`src/rtl/rst_seq_if.sv`:
```
// Bundle of the bring-up sequencer's status inputs and reset/run outputs.
// The sequencer uses the slave view; whatever drives the status flags uses the master view.
interface rst_seq_if;
  logic       locked;
  logic       pcie_ready_sync;
  logic       xwopen_sync;
  logic       soft_rst_req;
  logic       core_rst;
  logic       run;
  logic       xw_rise;
  logic       xw_fall;
  logic [1:0] state;
  logic [7:0] lock_loss_cnt;

  modport master (
    output locked, pcie_ready_sync, xwopen_sync, soft_rst_req,
    input  core_rst, run, xw_rise, xw_fall, state, lock_loss_cnt
  );

  modport slave (
    input  locked, pcie_ready_sync, xwopen_sync, soft_rst_req,
    output core_rst, run, xw_rise, xw_fall, state, lock_loss_cnt
  );
endinterface

```
`src/rtl/rst_seq.sv`:
```
// Reset and bring-up sequencer for the multiexp datapath (out_clk domain).
// Walks LOCK -> LINK -> HOLD -> RUN, holds core reset for HOLD_CYCLES after
// PLL lock and PCIe link are both up, drops back whenever either is lost,
// qualifies xwopen edges to RUN only, and counts lock-loss events.
module rst_seq #(
  parameter int HOLD_CYCLES = 64
) (
  input  logic      out_clk,
  input  logic      rst,
  rst_seq_if.slave  bus
);

  // Counter only has to reach HOLD_CYCLES-1; one spare value keeps the
  // width rule simple for every legal HOLD_CYCLES, including 1.
  localparam int HW = $clog2(HOLD_CYCLES + 1);
  localparam logic [HW-1:0] HOLD_LAST = HW'(HOLD_CYCLES - 1);

  typedef enum logic [1:0] {
    S_LOCK = 2'd0,
    S_LINK = 2'd1,
    S_HOLD = 2'd2,
    S_RUN  = 2'd3
  } state_t;

  state_t          state_q, state_d;
  logic [HW-1:0]   cnt_q, cnt_d;
  logic [7:0]      loss_q, loss_d;
  logic            core_rst_q, core_rst_d;
  logic            run_q, run_d;
  logic            xw_q, xw_d;
  logic            xw_rise_q, xw_rise_d;
  logic            xw_fall_q, xw_fall_d;
  logic            in_hold_or_run;

  assign in_hold_or_run = (state_q == S_HOLD) || (state_q == S_RUN);

  // Next-state, hold counter and lock-loss counter; earlier branches win.
  always_comb begin
    state_d = state_q;
    cnt_d   = cnt_q;
    loss_d  = loss_q;

    if (!bus.locked && (state_q != S_LOCK)) begin
      // Losing the PLL overrides everything, including soft reset and link loss.
      state_d = S_LOCK;
      if (loss_q != 8'hFF) begin
        loss_d = loss_q + 8'd1;
      end
    end else if ((state_q == S_LOCK) && bus.locked) begin
      state_d = S_LINK;
    end else if (!bus.pcie_ready_sync && in_hold_or_run) begin
      // Link loss beats a simultaneous soft reset request.
      state_d = S_LINK;
    end else if ((state_q == S_LINK) && bus.pcie_ready_sync) begin
      state_d = S_HOLD;
      cnt_d   = '0;
    end else if (bus.soft_rst_req && in_hold_or_run) begin
      // Restart the hold window from zero, even if already mid-HOLD.
      state_d = S_HOLD;
      cnt_d   = '0;
    end else if (state_q == S_HOLD) begin
      if (cnt_q == HOLD_LAST) begin
        state_d = S_RUN;
      end else begin
        cnt_d = cnt_q + HW'(1);
      end
    end
  end

  // Registered outputs are derived from the next state so they change on the
  // same edge as the state register; xwopen edges only count inside RUN.
  always_comb begin
    core_rst_d = (state_d != S_RUN);
    run_d      = (state_d == S_RUN);
    xw_d       = bus.xwopen_sync;
    xw_rise_d  = (state_d == S_RUN) &  bus.xwopen_sync & ~xw_q;
    xw_fall_d  = (state_d == S_RUN) & ~bus.xwopen_sync &  xw_q;
  end

  // State and output registers; rst asserts asynchronously, releases on out_clk.
  always_ff @(posedge out_clk or posedge rst) begin
    if (rst) begin
      state_q    <= S_LOCK;
      cnt_q      <= '0;
      loss_q     <= '0;
      core_rst_q <= 1'b1;
      run_q      <= 1'b0;
      xw_q       <= 1'b0;
      xw_rise_q  <= 1'b0;
      xw_fall_q  <= 1'b0;
    end else begin
      state_q    <= state_d;
      cnt_q      <= cnt_d;
      loss_q     <= loss_d;
      core_rst_q <= core_rst_d;
      run_q      <= run_d;
      xw_q       <= xw_d;
      xw_rise_q  <= xw_rise_d;
      xw_fall_q  <= xw_fall_d;
    end
  end

  assign bus.core_rst      = core_rst_q;
  assign bus.run           = run_q;
  assign bus.xw_rise       = xw_rise_q;
  assign bus.xw_fall       = xw_fall_q;
  assign bus.state         = state_q;
  assign bus.lock_loss_cnt = loss_q;

endmodule

```
`src/flat_wrapper.sv`:
```
// flat-port wrapper written by rule: the top's interface ports become plain ports
module rst_seq_flat 
#(
  parameter int HOLD_CYCLES = 64
)
  (out_clk, rst, bus_locked, bus_pcie_ready_sync, bus_xwopen_sync, bus_soft_rst_req, bus_core_rst, bus_run, bus_xw_rise, bus_xw_fall, bus_state, bus_lock_loss_cnt);
  rst_seq_if bus_i ();
  input  logic out_clk;
  input  logic rst;
  input wire logic [$bits(bus_i.locked)-1:0] bus_locked;
  input wire logic [$bits(bus_i.pcie_ready_sync)-1:0] bus_pcie_ready_sync;
  input wire logic [$bits(bus_i.xwopen_sync)-1:0] bus_xwopen_sync;
  input wire logic [$bits(bus_i.soft_rst_req)-1:0] bus_soft_rst_req;
  output wire logic [$bits(bus_i.core_rst)-1:0] bus_core_rst;
  output wire logic [$bits(bus_i.run)-1:0] bus_run;
  output wire logic [$bits(bus_i.xw_rise)-1:0] bus_xw_rise;
  output wire logic [$bits(bus_i.xw_fall)-1:0] bus_xw_fall;
  output wire logic [$bits(bus_i.state)-1:0] bus_state;
  output wire logic [$bits(bus_i.lock_loss_cnt)-1:0] bus_lock_loss_cnt;
  assign bus_i.locked = bus_locked;
  assign bus_i.pcie_ready_sync = bus_pcie_ready_sync;
  assign bus_i.xwopen_sync = bus_xwopen_sync;
  assign bus_i.soft_rst_req = bus_soft_rst_req;
  assign bus_core_rst = bus_i.core_rst;
  assign bus_run = bus_i.run;
  assign bus_xw_rise = bus_i.xw_rise;
  assign bus_xw_fall = bus_i.xw_fall;
  assign bus_state = bus_i.state;
  assign bus_lock_loss_cnt = bus_i.lock_loss_cnt;
  rst_seq #(.HOLD_CYCLES(HOLD_CYCLES)) u_core (.out_clk(out_clk), .rst(rst), .bus(bus_i));
endmodule
```
`config.mk`:
```
export PLATFORM = sky130hd
export DESIGN_NAME = rst_seq_flat
export DESIGN_NICKNAME = d
export VERILOG_FILES = /design/src/rtl/rst_seq_if.sv /design/src/rtl/rst_seq.sv /design/src/flat_wrapper.sv
export SDC_FILE = /design/constraint.sdc
export NUM_CORES = 1
export LEC_CHECK = 0
export BUFFER_PORTS_ARGS = -buffer_cell sky130_fd_sc_hd__buf_2
export CAP_MARGIN = 20
export CORE_MARGIN = 4
export CORE_UTILIZATION = 50
export CTS_CLUSTER_SIZE = 20
export DETAILED_ROUTE_END_ITERATION = 6
export PLACE_DENSITY = 0.73
export SYNTH_ARGS = -nofsm -noshare
export SYNTH_HDL_FRONTEND = slang
export SYNTH_SLANG_ARGS = --single-unit
```
`constraint.sdc`:
```
create_clock -name out_clk -period 2.5 [get_ports out_clk]
set_input_delay 0.125 -clock out_clk [delete_from_list [all_inputs] [get_ports out_clk]]
set_output_delay 0.125 -clock out_clk [all_outputs]
set_load 0.005 [all_outputs]
```
# Word level (Yosys, flattened, before mapping)
# Index checks and enable logic that the tools add are counted.
# word_totals
output_inout_bits	14
input_bits	6
wordCells	51
ff_bits	22
# classes
n_addsub	2
n_reduce_logical	13
bitwise_logic	9
mux	11
n_eq_ne	8
# ops
operator	n
7-bit 2-to-1 mux	4
2-bit 2-to-1 mux	7
8-bit by 1-bit adder with 8-bit output (second input constant)	1
8-bit != test (second input constant)	1
7-bit by 1-bit adder with 7-bit output (second input constant)	1
7-bit by 6-bit == test with 1-bit output (second input constant)	1
2-bit == test (second input constant)	3
1-bit logical AND	5
1-bit NOT	5
5-bit AND reduction	1
1-bit bitwise AND	4
3-bit by 1-bit != test with 1-bit output (second input constant)	1
3-bit nonzero test	1
2-bit by 1-bit == test with 1-bit output (second input constant)	1
1-bit zero test	2
2-bit zero test	1
2-bit != test (second input constant)	1
2-bit AND reduction	1
2-bit nonzero test	1
1-bit logical OR	1

# Longest topological paths before layout
# Gate-level depths: netlist of run 1.
# depth
word_depth	11
depth_mapped	7
mapped_depth_nobuf	7

# Least setup slack after synthesis of run 1
# OpenSTA, ideal clock, no wires.
# synth_timing
path_type	reg2reg
startpoint	reg u_core.state_q[1] (netlist: u_core.bus.state[1])
endpoint	reg u_core.cnt_q[5]
required_time_ps	2434
period_less_slack_ps	1842
path_buffers	0
slack_ps	658
setup_time_ps	66
arrival_time_ps	1776
path_stages_with_launch	7
cell_sequence	dfrtp_1 -> nor2_1 -> ha_1 -> and4b_2 -> o211ai_2 -> or4_1 -> nand2_1
# synth_between
elab_chain_cells	5
word_cells_on_any_way	19
cone_classes	eq/ne: 4; mux: 2; bitwise: 3; reduce/logical: 10
# synth_rtl
element	line	text
start, declared	rst_seq.sv:25	state_t state_q, state_d;
start signal, assigned	rst_seq.sv:92	state_q <= state_d;
2-bit == test, on equally long branches	rst_seq.sv:35, rst_seq.sv:61	
1-bit logical OR	rst_seq.sv:35	assign in_hold_or_run = (state_q == S_HOLD) || (state_q == S_RUN);
1-bit logical AND, on equally long branches	rst_seq.sv:57, rst_seq.sv:51	
3-bit by 1-bit != test with 1-bit output (no line), or another cell as far along	n/a	
5-bit AND reduction (no line) / 7-bit 2-to-1 mux (equally long branches)	n/a	
end signal, assigned	rst_seq.sv:93	cnt_q <= cnt_d;
end, declared	rst_seq.sv:26	logic [HW-1:0] cnt_q, cnt_d;
# Several ways; a longest one is shown, not always the timed one.
# A chain may end at the register's enable or synchronous reset.

# Final worst setup path of run 1
# Ends and elaborated chain as after synthesis.

==> results of run 1 <==
## kinds of logic after synthesis
logic type / Yosys count / share of synthesized area [%]
AND/OR/NAND/NOR: 42 / 22.1
multiplexers: 4 / 4.38
XOR/XNOR: 5 / 4.03
adder cells (fa/ha/maj): 4 / 4.61
flip-flops: 22 / 50.8
buffers and inverters: 7 / 2.42
AO/OA/AOI/OAI: 17 / 11.6
## registers in the layout, indices dropped and copies added (netlist names)
name                      cells
u_core.bus.lock_loss_cnt      8
u_core.cnt_q                  7
u_core.bus.state              2
u_core.bus.core_rst           1
u_core.bus.run                1
u_core.bus.xw_fall            1
u_core.bus.xw_rise            1
u_core.xw_q                   1
## final timing paths
| path | endpoint | depth (start not counted) | slack (ps) | startpoint |
|---|---|---|---|---|
| worst max-delay path | u_core.cnt_q[5] | 6 | 520 | u_core.bus.state[1] |
| max in group asynchronous | u_core.bus.lock_loss_cnt[5] | 3 | 1510 | rst |
| min in group asynchronous | u_core.bus.xw_fall | 3 | 510 | rst |
| worst max register to register | u_core.cnt_q[5] | 6 | 520 | u_core.bus.state[1] |
| worst min register to register | u_core.bus.xw_rise | 1 | 450 | u_core.xw_q |
| worst min-delay path | u_core.bus.state[1] | 2 | 160 | bus_pcie_ready_sync |
## repair_timing
| item | in CTS | in global routing |
|---|---|---|
| hold buffers | 2 | 0 |
| buffers inserted | 0 | 0 |
| endpoints found under the hold margin | 23 | 0 |
## synthesized netlist by cell type (3+ instances only)
master / instances
dfrtp_1: 21
ha_1: 4
inv_1: 7
nand2_1: 8
nand3_1: 8
nand4_1: 3
nor2_1: 8
o211ai_1: 5
xnor2_1: 3
## stage by stage
step           setup WS, ps  utilization, %  hold slack, ps  cells  cell area [µm²]
6_report                520            62.9             159    153             1270
5_1_grt                 374            62.9             148    153             1270
4_1_cts                 511            62.9             148    153             1270
3_5_place_dp            550            60.1             265    147             1210
3_3_place_gp            622            60.1             256    147             1210
2_1_floorplan           658               -             113    101             1090
## power groups by stage
stage	logic [mW]	clock network, mW	registers (mW)
after global placement	0.311	0	0.500
after global routing	0.364	0.224	0.512
final	0.322	0.192	0.498
after detailed placement	0.322	0	0.504
after CTS	0.329	0.201	0.499
after floorplan	0.215	0	0.498
## layout make-up
cell class	instances	area (µm²)
Tap cell	27	33.8
Multi-Input combinational cell	72	508
Timing Repair Buffer	21	115
Fill cell	182	751
Inverter	7	26.3
Clock buffer	4	36.3
Sequential cell	22	552
## layer usage
layer,global-route usage (%),wire length (µm)
met1,20.5,898
met2,28.3,1050
met3,4.36,72
met4,7.88,11
met5,0,0
==> impl_metrics.prom, run 1 <==
# TYPE chip_impl_metric gauge
chip_impl_metric{name="dr_total_vias",unit=""} 820
chip_impl_metric{name="p_int",unit="µW"} 671
chip_impl_info{name="crit_path_end_kind",value="flop"} 1
chip_impl_metric{name="p_seq_share",unit="%"} 49.2
chip_impl_metric{name="postRouteAntennaNets",unit=""} 0
chip_impl_metric{name="p_leak",unit="nW"} 0.639
chip_impl_info{name="critical-path-slowest-cell",value="dfrtp_1"} 1
chip_impl_info{name="top_ff_cell_synth",value="dfrtp_1"} 1
chip_impl_metric{name="part_of_the_power_in_combinational_logic",unit="%"} 31.8
chip_impl_metric{name="floorplan.die_area",unit="µm²"} 2980
chip_impl_metric{name="placeableCoreArea",unit="µm²"} 2020
chip_impl_info{name="cts_tree",value="yes"} 1
chip_impl_metric{name="power.clock.fraction",unit="%"} 19.0
chip_impl_metric{name="cp_data_arrival_time",unit="ps"} 2230
chip_impl_metric{name="clk_pin_slew",unit="ps"} 120
chip_impl_info{name="holdCritPathClass",value="primary input to flop"} 1
chip_impl_metric{name="synthDistinctLibCells",unit=""} 36
chip_impl_metric{name="routedWlPerCell",unit="µm"} 13.3
chip_impl_metric{name="route.detailed.drc",unit=""} 0
chip_impl_metric{name="fp.dieW",unit="µm"} 54.6
chip_impl_metric{name="ir_drop",unit="V"} 0.000478
chip_impl_metric{name="synth-async-reset-ratio",unit="%"} 100
chip_impl_metric{name="dr.pass1.iters",unit=""} 4
chip_impl_metric{name="path_buf_inv",unit=""} 0
chip_impl_info{name="commonest_non_fill_non_tap_cells_in_the_layout",value="dfrtp_1 (21), buf_2 (19), nand3_1 (8), nand2_1 (8), nor2_1 (8)"} 1
chip_impl_metric{name="postSynthNetCount",unit=""} 111
chip_impl_metric{name="totalNegativeSetupSlack",unit="ps"} 0
chip_impl_info{name="top_area_cells_in_the_synthesized_netlist",value="dfrtp_1 (48%), ha_1 (4.6%), nand3_1 (3.7%)"} 1
chip_impl_metric{name="timing.final.crit_share",unit="%"} 79.2
chip_impl_metric{name="grt_usage",unit="%"} 17.1
chip_impl_metric{name="floorplan.io_pins",unit=""} 20
chip_impl_metric{name="first_global_vias",unit=""} 823
chip_impl_metric{name="p_sw",unit="µW"} 342
chip_impl_metric{name="antenna_found_initial",unit=""} 0
chip_impl_metric{name="globalRoute.totalOverflow",unit=""} 0
chip_impl_metric{name="initial_core_util",unit="%"} 53.7
chip_impl_metric{name="report.power.total",unit="mW"} 1.01
chip_impl_metric{name="htree_levels",unit=""} 1
chip_impl_metric{name="post_synth_instance_area",unit="µm²"} 1090
chip_impl_info{name="series_of_cell_instances_along_the_critical_path",value="nor2_1 > ha_1 > and4b_2 > o211ai_2 > or4_1 > nand2_1"} 1
chip_impl_info{name="final_common_cell",value="dfrtp_1"} 1
chip_impl_metric{name="crit_required",unit="ps"} 2750
chip_impl_metric{name="drive_above_1_share",unit="%"} 24.6
chip_impl_metric{name="grt_pass1_wl",unit="mm"} 3.56
chip_impl_info{name="synth_top_cell_by_area",value="dfrtp_1"} 1
chip_impl_metric{name="flow.area_growth_from_synthesis",unit="%"} 17.1
chip_impl_metric{name="critPathMaxStageDelay",unit="ps"} 480
chip_impl_metric{name="critical_path_peak_fanout",unit=""} 8
chip_impl_metric{name="min_period",unit="ps"} 1980
chip_impl_metric{name="maxClockFrequency",unit="GHz"} 0.505
chip_impl_metric{name="synthesis.area_per_instance",unit="µm²"} 10.8
chip_impl_metric{name="worst_slew_margin_rel",unit="%"} 48.8
chip_impl_metric{name="antenna-diode-count",unit=""} 0
chip_impl_metric{name="cts_resized",unit=""} 0
chip_impl_metric{name="synth_seq_area_share",unit="%"} 50.8
chip_impl_metric{name="cts_num_sinks",unit=""} 22
chip_impl_metric{name="grt_max_degree",unit=""} 23
chip_impl_metric{name="clock_latency",unit="ps"} 300
chip_impl_metric{name="std_cell_rows",unit=""} 16
chip_impl_metric{name="drt_wl_total",unit="mm"} 2.03
chip_impl_metric{name="io_buffer_count",unit=""} 19
chip_impl_metric{name="slew_viol_final",unit=""} 0
chip_impl_metric{name="finalClockSkew",unit="ps"} 3.32
chip_impl_info{name="cp-start-kind",value="flop"} 1
chip_impl_metric{name="post_synth_inst_count",unit=""} 101
chip_impl_info{name="ctsRootBufferMaster",value="clkbuf_4"} 1
chip_impl_metric{name="floorplan.die.height",unit="µm"} 54.6
chip_impl_metric{name="worst_pin_slew",unit="ps"} 768
chip_impl_metric{name="post_synth_edffs",unit=""} 0
chip_impl_metric{name="swShare",unit="%"} 33.7
chip_impl_metric{name="cts_buffers",unit=""} 3
chip_impl_info{name="critPathKind",value="flop to flop"} 1
chip_impl_metric{name="gp_routability_congestion",unit=""} 0.722
chip_impl_metric{name="post_drt_via_cell_ratio",unit=""} 5.36
chip_impl_metric{name="power.density_cell_area",unit="nW/µm²"} 797
chip_impl_info{name="outcome",value="finished, final reports clean"} 1
chip_impl_metric{name="ys_ff_latch",unit=""} 22
chip_impl_info{name="worst_path_dominant_cell_family",value="simple AND/OR/NAND/NOR gates"} 1
chip_impl_metric{name="detailedPlacementHpwl",unit="mm"} 1.54
chip_impl_metric{name="cap_viol_max_count",unit=""} 0
chip_impl_metric{name="yosysWarningCount",unit=""} 0
chip_impl_metric{name="num-nets-final",unit=""} 137
chip_impl_metric{name="first_iter_violations",unit=""} 12
chip_impl_metric{name="cts_max_path_buffers",unit=""} 2
chip_impl_metric{name="yosysTopAreaCellShare",unit="%"} 48.4
chip_impl_info{name="grt_setup_unrepaired",value="false"} 1
chip_impl_metric{name="timing.final.setup_violations",unit=""} 0
chip_impl_metric{name="hold_vio_cnt_final",unit=""} 0
Note: power is estimated with default switching activity, not from simulation.
==> run 2, diff against run 1 <==
--- a/config.mk
+++ b/config.mk
@@ -5,13 +5,14 @@
 export SDC_FILE = /design/constraint.sdc
 export NUM_CORES = 1
 export LEC_CHECK = 0
+export ABC_AREA = 1
 export BUFFER_PORTS_ARGS = -buffer_cell sky130_fd_sc_hd__buf_2
 export CAP_MARGIN = 20
 export CORE_MARGIN = 4
 export CORE_UTILIZATION = 50
 export CTS_CLUSTER_SIZE = 20
 export DETAILED_ROUTE_END_ITERATION = 6
-export PLACE_DENSITY = 0.73
+export PLACE_DENSITY = 0.72
 export SYNTH_ARGS = -nofsm -noshare
 export SYNTH_HDL_FRONTEND = slang
 export SYNTH_SLANG_ARGS = --single-unit
==> constraint.sdc (replaced) <==
create_clock -name out_clk -period 2.1 [get_ports out_clk]
set_input_delay 0.105 -clock out_clk [delete_from_list [all_inputs] [get_ports out_clk]]
set_output_delay 0.105 -clock out_clk [all_outputs]
set_load 0.005 [all_outputs]
==> run 2 against run 1 <==
  * Die area grew 16%
  * Count of clock-buffer cells in the layout unchanged
  * Sequential share of layout area shrank 5.9 points
  * Synthesized cell count grew 51%
  * Register-to-register slack lost 90 ps
  * Via count grew 23%
  * Maximum frequency up 18%
  * Critical path type unchanged
  * Non-clock buffer count did not move
  * Routed wire length is 9.1% higher
  * Critical path depth is the same
  * First-iteration DRC count increased by 58%
==> impl_metrics.prom, run 2 <==
# TYPE chip_impl_metric gauge
chip_impl_metric{name="post-route-cell-area",unit="µm²"} 1470
chip_impl_metric{name="post_synth_inst_count",unit=""} 153
chip_impl_metric{name="grt_pass1_wl",unit="mm"} 4.08
chip_impl_info{name="worst_min_delay_path_endpoint",value="u_core.bus.state[1]"} 1
chip_impl_metric{name="dr.pass1.iters",unit=""} 4
chip_impl_metric{name="timing.final.setup_violations",unit=""} 0
chip_impl_info{name="top_area_cells_in_the_synthesized_netlist",value="dfrtp_1 (41%), nand2_1 (12%), inv_1 (4.9%)"} 1
chip_impl_metric{name="detailedPlacementHpwl",unit="mm"} 1.75
chip_impl_metric{name="part_of_the_power_in_combinational_logic",unit="%"} 44.0
chip_impl_metric{name="report.power.total",unit="mW"} 1.51
chip_impl_info{name="final_common_cell",value="nand2_1"} 1
chip_impl_info{name="largest_family_of_logic_cells_by_synthesized_area",value="simple AND/OR/NAND/NOR gates"} 1
chip_impl_metric{name="cts.hold.buffers_added",unit=""} 2
chip_impl_metric{name="yosys.area_share.simple",unit="%"} 38.6
chip_impl_metric{name="gp_routability_congestion",unit=""} 0.833
chip_impl_metric{name="placeableCoreArea",unit="µm²"} 2480
chip_impl_metric{name="totalNegativeSetupSlack",unit="ps"} 0
chip_impl_info{name="critPathKind",value="flop to flop"} 1
chip_impl_metric{name="hold_vio_cnt_final",unit=""} 0
chip_impl_metric{name="place_area",unit="µm²"} 1430
chip_impl_metric{name="synthDistinctLibCells",unit=""} 24
chip_impl_metric{name="std_cell_rows",unit=""} 18
chip_impl_metric{name="worst_pin_slew",unit="ps"} 776
chip_impl_metric{name="floorplan.io_pins",unit=""} 20
chip_impl_info{name="synthMostInstantiatedCell",value="nand2_1"} 1
chip_impl_metric{name="drt_wl_total",unit="mm"} 2.21
chip_impl_metric{name="flow.area_growth_from_synthesis",unit="%"} 13.8
chip_impl_metric{name="worst_slew_margin_rel",unit="%"} 48.2
chip_impl_info{name="outcome",value="finished, final reports clean"} 1
chip_impl_metric{name="cp_data_arrival_time",unit="ps"} 1920
chip_impl_metric{name="max_reg_flops",unit=""} 8
chip_impl_metric{name="critical_path_peak_fanout",unit=""} 5
chip_impl_metric{name="synthMuxAreaShare",unit="%"} 0
chip_impl_metric{name="finalClockSkew",unit="ps"} 4.78
chip_impl_metric{name="slew_viol_final",unit=""} 0
chip_impl_metric{name="maxClockFrequency",unit="GHz"} 0.598
chip_impl_info{name="crit-reg2reg-capture",value="u_core.bus.xw_rise"} 1
chip_impl_info{name="crit_path_end_kind",value="flop"} 1
chip_impl_info{name="launch_instance_of_the_worst_min_delay_path",value="bus_pcie_ready_sync"} 1
chip_impl_metric{name="p_sw",unit="µW"} 644
chip_impl_metric{name="dr_total_vias",unit=""} 1006
chip_impl_info{name="ctsRootBufferMaster",value="clkbuf_4"} 1
chip_impl_metric{name="post_synthesis_compound_gate_area_fraction",unit="%"} 3.68
chip_impl_metric{name="dpl.cell_count",unit=""} 202
chip_impl_metric{name="postRouteAntennaNets",unit=""} 0
chip_impl_info{name="top_ff_cell_synth",value="dfrtp_1"} 1
chip_impl_info{name="grt_setup_unrepaired",value="false"} 1
chip_impl_metric{name="first_global_vias",unit=""} 975
chip_impl_metric{name="htree_levels",unit=""} 1
chip_impl_metric{name="clk_pin_slew",unit="ps"} 110
chip_impl_info{name="synth_top_cell_by_area",value="dfrtp_1"} 1
chip_impl_metric{name="synth-async-reset-ratio",unit="%"} 100
chip_impl_metric{name="r2r_setup_slk",unit="ps"} 430
chip_impl_metric{name="initial_core_util",unit="%"} 52.2
chip_impl_metric{name="synthXorXnorAreaFrac",unit="%"} 5.42
chip_impl_metric{name="ir_drop",unit="V"} 0.000675
chip_impl_metric{name="cts_max_path_buffers",unit=""} 2
chip_impl_metric{name="swShare",unit="%"} 42.8
chip_impl_metric{name="floorplan.die_area",unit="µm²"} 3470
chip_impl_metric{name="p_leak",unit="nW"} 0.784
chip_impl_metric{name="clock_latency",unit="ps"} 310
chip_impl_metric{name="post_synth_edffs",unit=""} 0
chip_impl_metric{name="synth_fa_ha_area_share",unit="%"} 3.87
chip_impl_metric{name="grt_max_degree",unit=""} 23
chip_impl_metric{name="first_iter_violations",unit=""} 19
chip_impl_metric{name="post_synth_instance_area",unit="µm²"} 1290
chip_impl_metric{name="p_seq_share",unit="%"} 42.7
chip_impl_metric{name="antenna-diode-count",unit=""} 0
chip_impl_info{name="ys_top_cells_by_count",value="nand2_1 (41), dfrtp_1 (21), inv_1 (17)"} 1
chip_impl_metric{name="drive_above_1_share",unit="%"} 29.2
chip_impl_metric{name="synth_seq_area_share",unit="%"} 42.6
chip_impl_metric{name="yosysWarningCount",unit=""} 0
chip_impl_metric{name="crit_required",unit="ps"} 2350
chip_impl_metric{name="floorplan.die.height",unit="µm"} 58.9
chip_impl_metric{name="antenna_found_initial",unit=""} 0
chip_impl_metric{name="finish.utilization",unit="%"} 59.4
chip_impl_metric{name="min_period",unit="ps"} 1670
chip_impl_metric{name="cap_viol_max_count",unit=""} 0
chip_impl_info{name="cts_tree",value="yes"} 1
chip_impl_metric{name="min_path_cells",unit=""} 3
chip_impl_metric{name="p_int",unit="µW"} 861
chip_impl_metric{name="route.detailed.drc",unit=""} 0
chip_impl_metric{name="cts_setup_buffers",unit=""} 0
chip_impl_metric{name="grt_usage",unit="%"} 15.6
chip_impl_metric{name="cts_buffers",unit=""} 3
chip_impl_metric{name="ff_to_ff_path_depth",unit=""} 6
chip_impl_metric{name="io_buffer_count",unit=""} 19
chip_impl_metric{name="ys_ff_latch",unit=""} 22
chip_impl_metric{name="postSynthNetCount",unit=""} 163
chip_impl_metric{name="post-route-worst-setup-slack",unit="ps"} 429
chip_impl_metric{name="globalRoute.totalOverflow",unit=""} 0
chip_impl_info{name="r2r_start",value="u_core.bus.state[1]"} 1
chip_impl_metric{name="fp.dieW",unit="µm"} 58.9
chip_impl_metric{name="yosysTopAreaCellShare",unit="%"} 40.6
chip_impl_metric{name="finish.cell_count_without_fillers",unit=""} 208
chip_impl_metric{name="cts_resized",unit=""} 0
chip_impl_info{name="cp-start-kind",value="flop"} 1
chip_impl_metric{name="power.clock.fraction",unit="%"} 13.3
chip_impl_metric{name="power.density_cell_area",unit="nW/µm²"} 1020
chip_impl_metric{name="routedWlPerCell",unit="µm"} 10.6
chip_impl_metric{name="synthesis.area_per_instance",unit="µm²"} 8.46
chip_impl_metric{name="fin_hold_ws",unit="ps"} 86.8
chip_impl_metric{name="cts_num_sinks",unit=""} 22
chip_impl_metric{name="timing.final.crit_share",unit="%"} 79.6
chip_impl_metric{name="post-place-ws",unit="ps"} 457
chip_impl_info{name="holdCritPathClass",value="primary input to flop"} 1
chip_impl_metric{name="num-nets-final",unit=""} 189
chip_impl_metric{name="post_drt_via_cell_ratio",unit=""} 4.84
chip_impl_info{name="commonest_non_fill_non_tap_cells_in_the_layout",value="nand2_1 (41), dfrtp_1 (21), buf_2 (19), inv_1 (17)"} 1
[run 2: power groups by stage]
stage / registers (mW) / clock network, mW / logic, mW
final: 0.643 / 0.200 / 0.663
after global routing: 0.663 / 0.225 / 0.766
after CTS: 0.643 / 0.209 / 0.677
after detailed placement: 0.652 / 0 / 0.671
after global placement: 0.645 / 0 / 0.655
after floorplan: 0.641 / 0 / 0.510
[run 2: kinds of logic after synthesis]
| kind of cell | after synthesis |
|---|---|
| xor+xnor | 8 |
| simple gates | 91 |
| fa+ha+maj | 4 |
| buf+inv | 20 |
| compound gates | 8 |
| flops | 22 |
[run 2: how the worst max path moves through the flow]
stage                               endpoint  slack [ps]                start  depth (start not counted)
final                     u_core.bus.xw_rise         430  u_core.bus.state[1]                          6
after global routing      u_core.bus.xw_fall         300  u_core.bus.state[1]                          6
after CTS                 u_core.bus.xw_rise         410  u_core.bus.state[1]                          6
after detailed placement  u_core.bus.xw_fall         460  u_core.bus.state[1]                          6
after global placement    u_core.bus.xw_rise         510  u_core.bus.state[1]                          6
after floorplan           u_core.bus.xw_fall         550  u_core.bus.state[1]                          6
[run 2: area by class of cell]
type,count,area (µm²)
fill,226,1000
inverter,20,75.1
multi-input combinational,111,667
clock buffer,4,26.3
timing repair buffer,21,115
sequential,22,552
tap,30,37.5
[run 2: routing by layer]
metal  share of wire, %  global-route usage (%)  vias to the layer above  routed length [µm]
met5                  0                       0                        -                   0
met3                2.8                    3.07                        4                  61
li1                   -                       -                      524                   -
met4                2.7                    8.74                        0                  60
met2                 50                    25.1                       16                1100
met1                 45                    19.6                      462                 987
[run 2: worst max-delay path, cell delays in order, from the launching register on]
cell and delay [ps]:
dfrtp_1 450, nor2_2 240, inv_1 80, ha_1 270
nor4_4 350, nand3_4 130, nor2_2 90
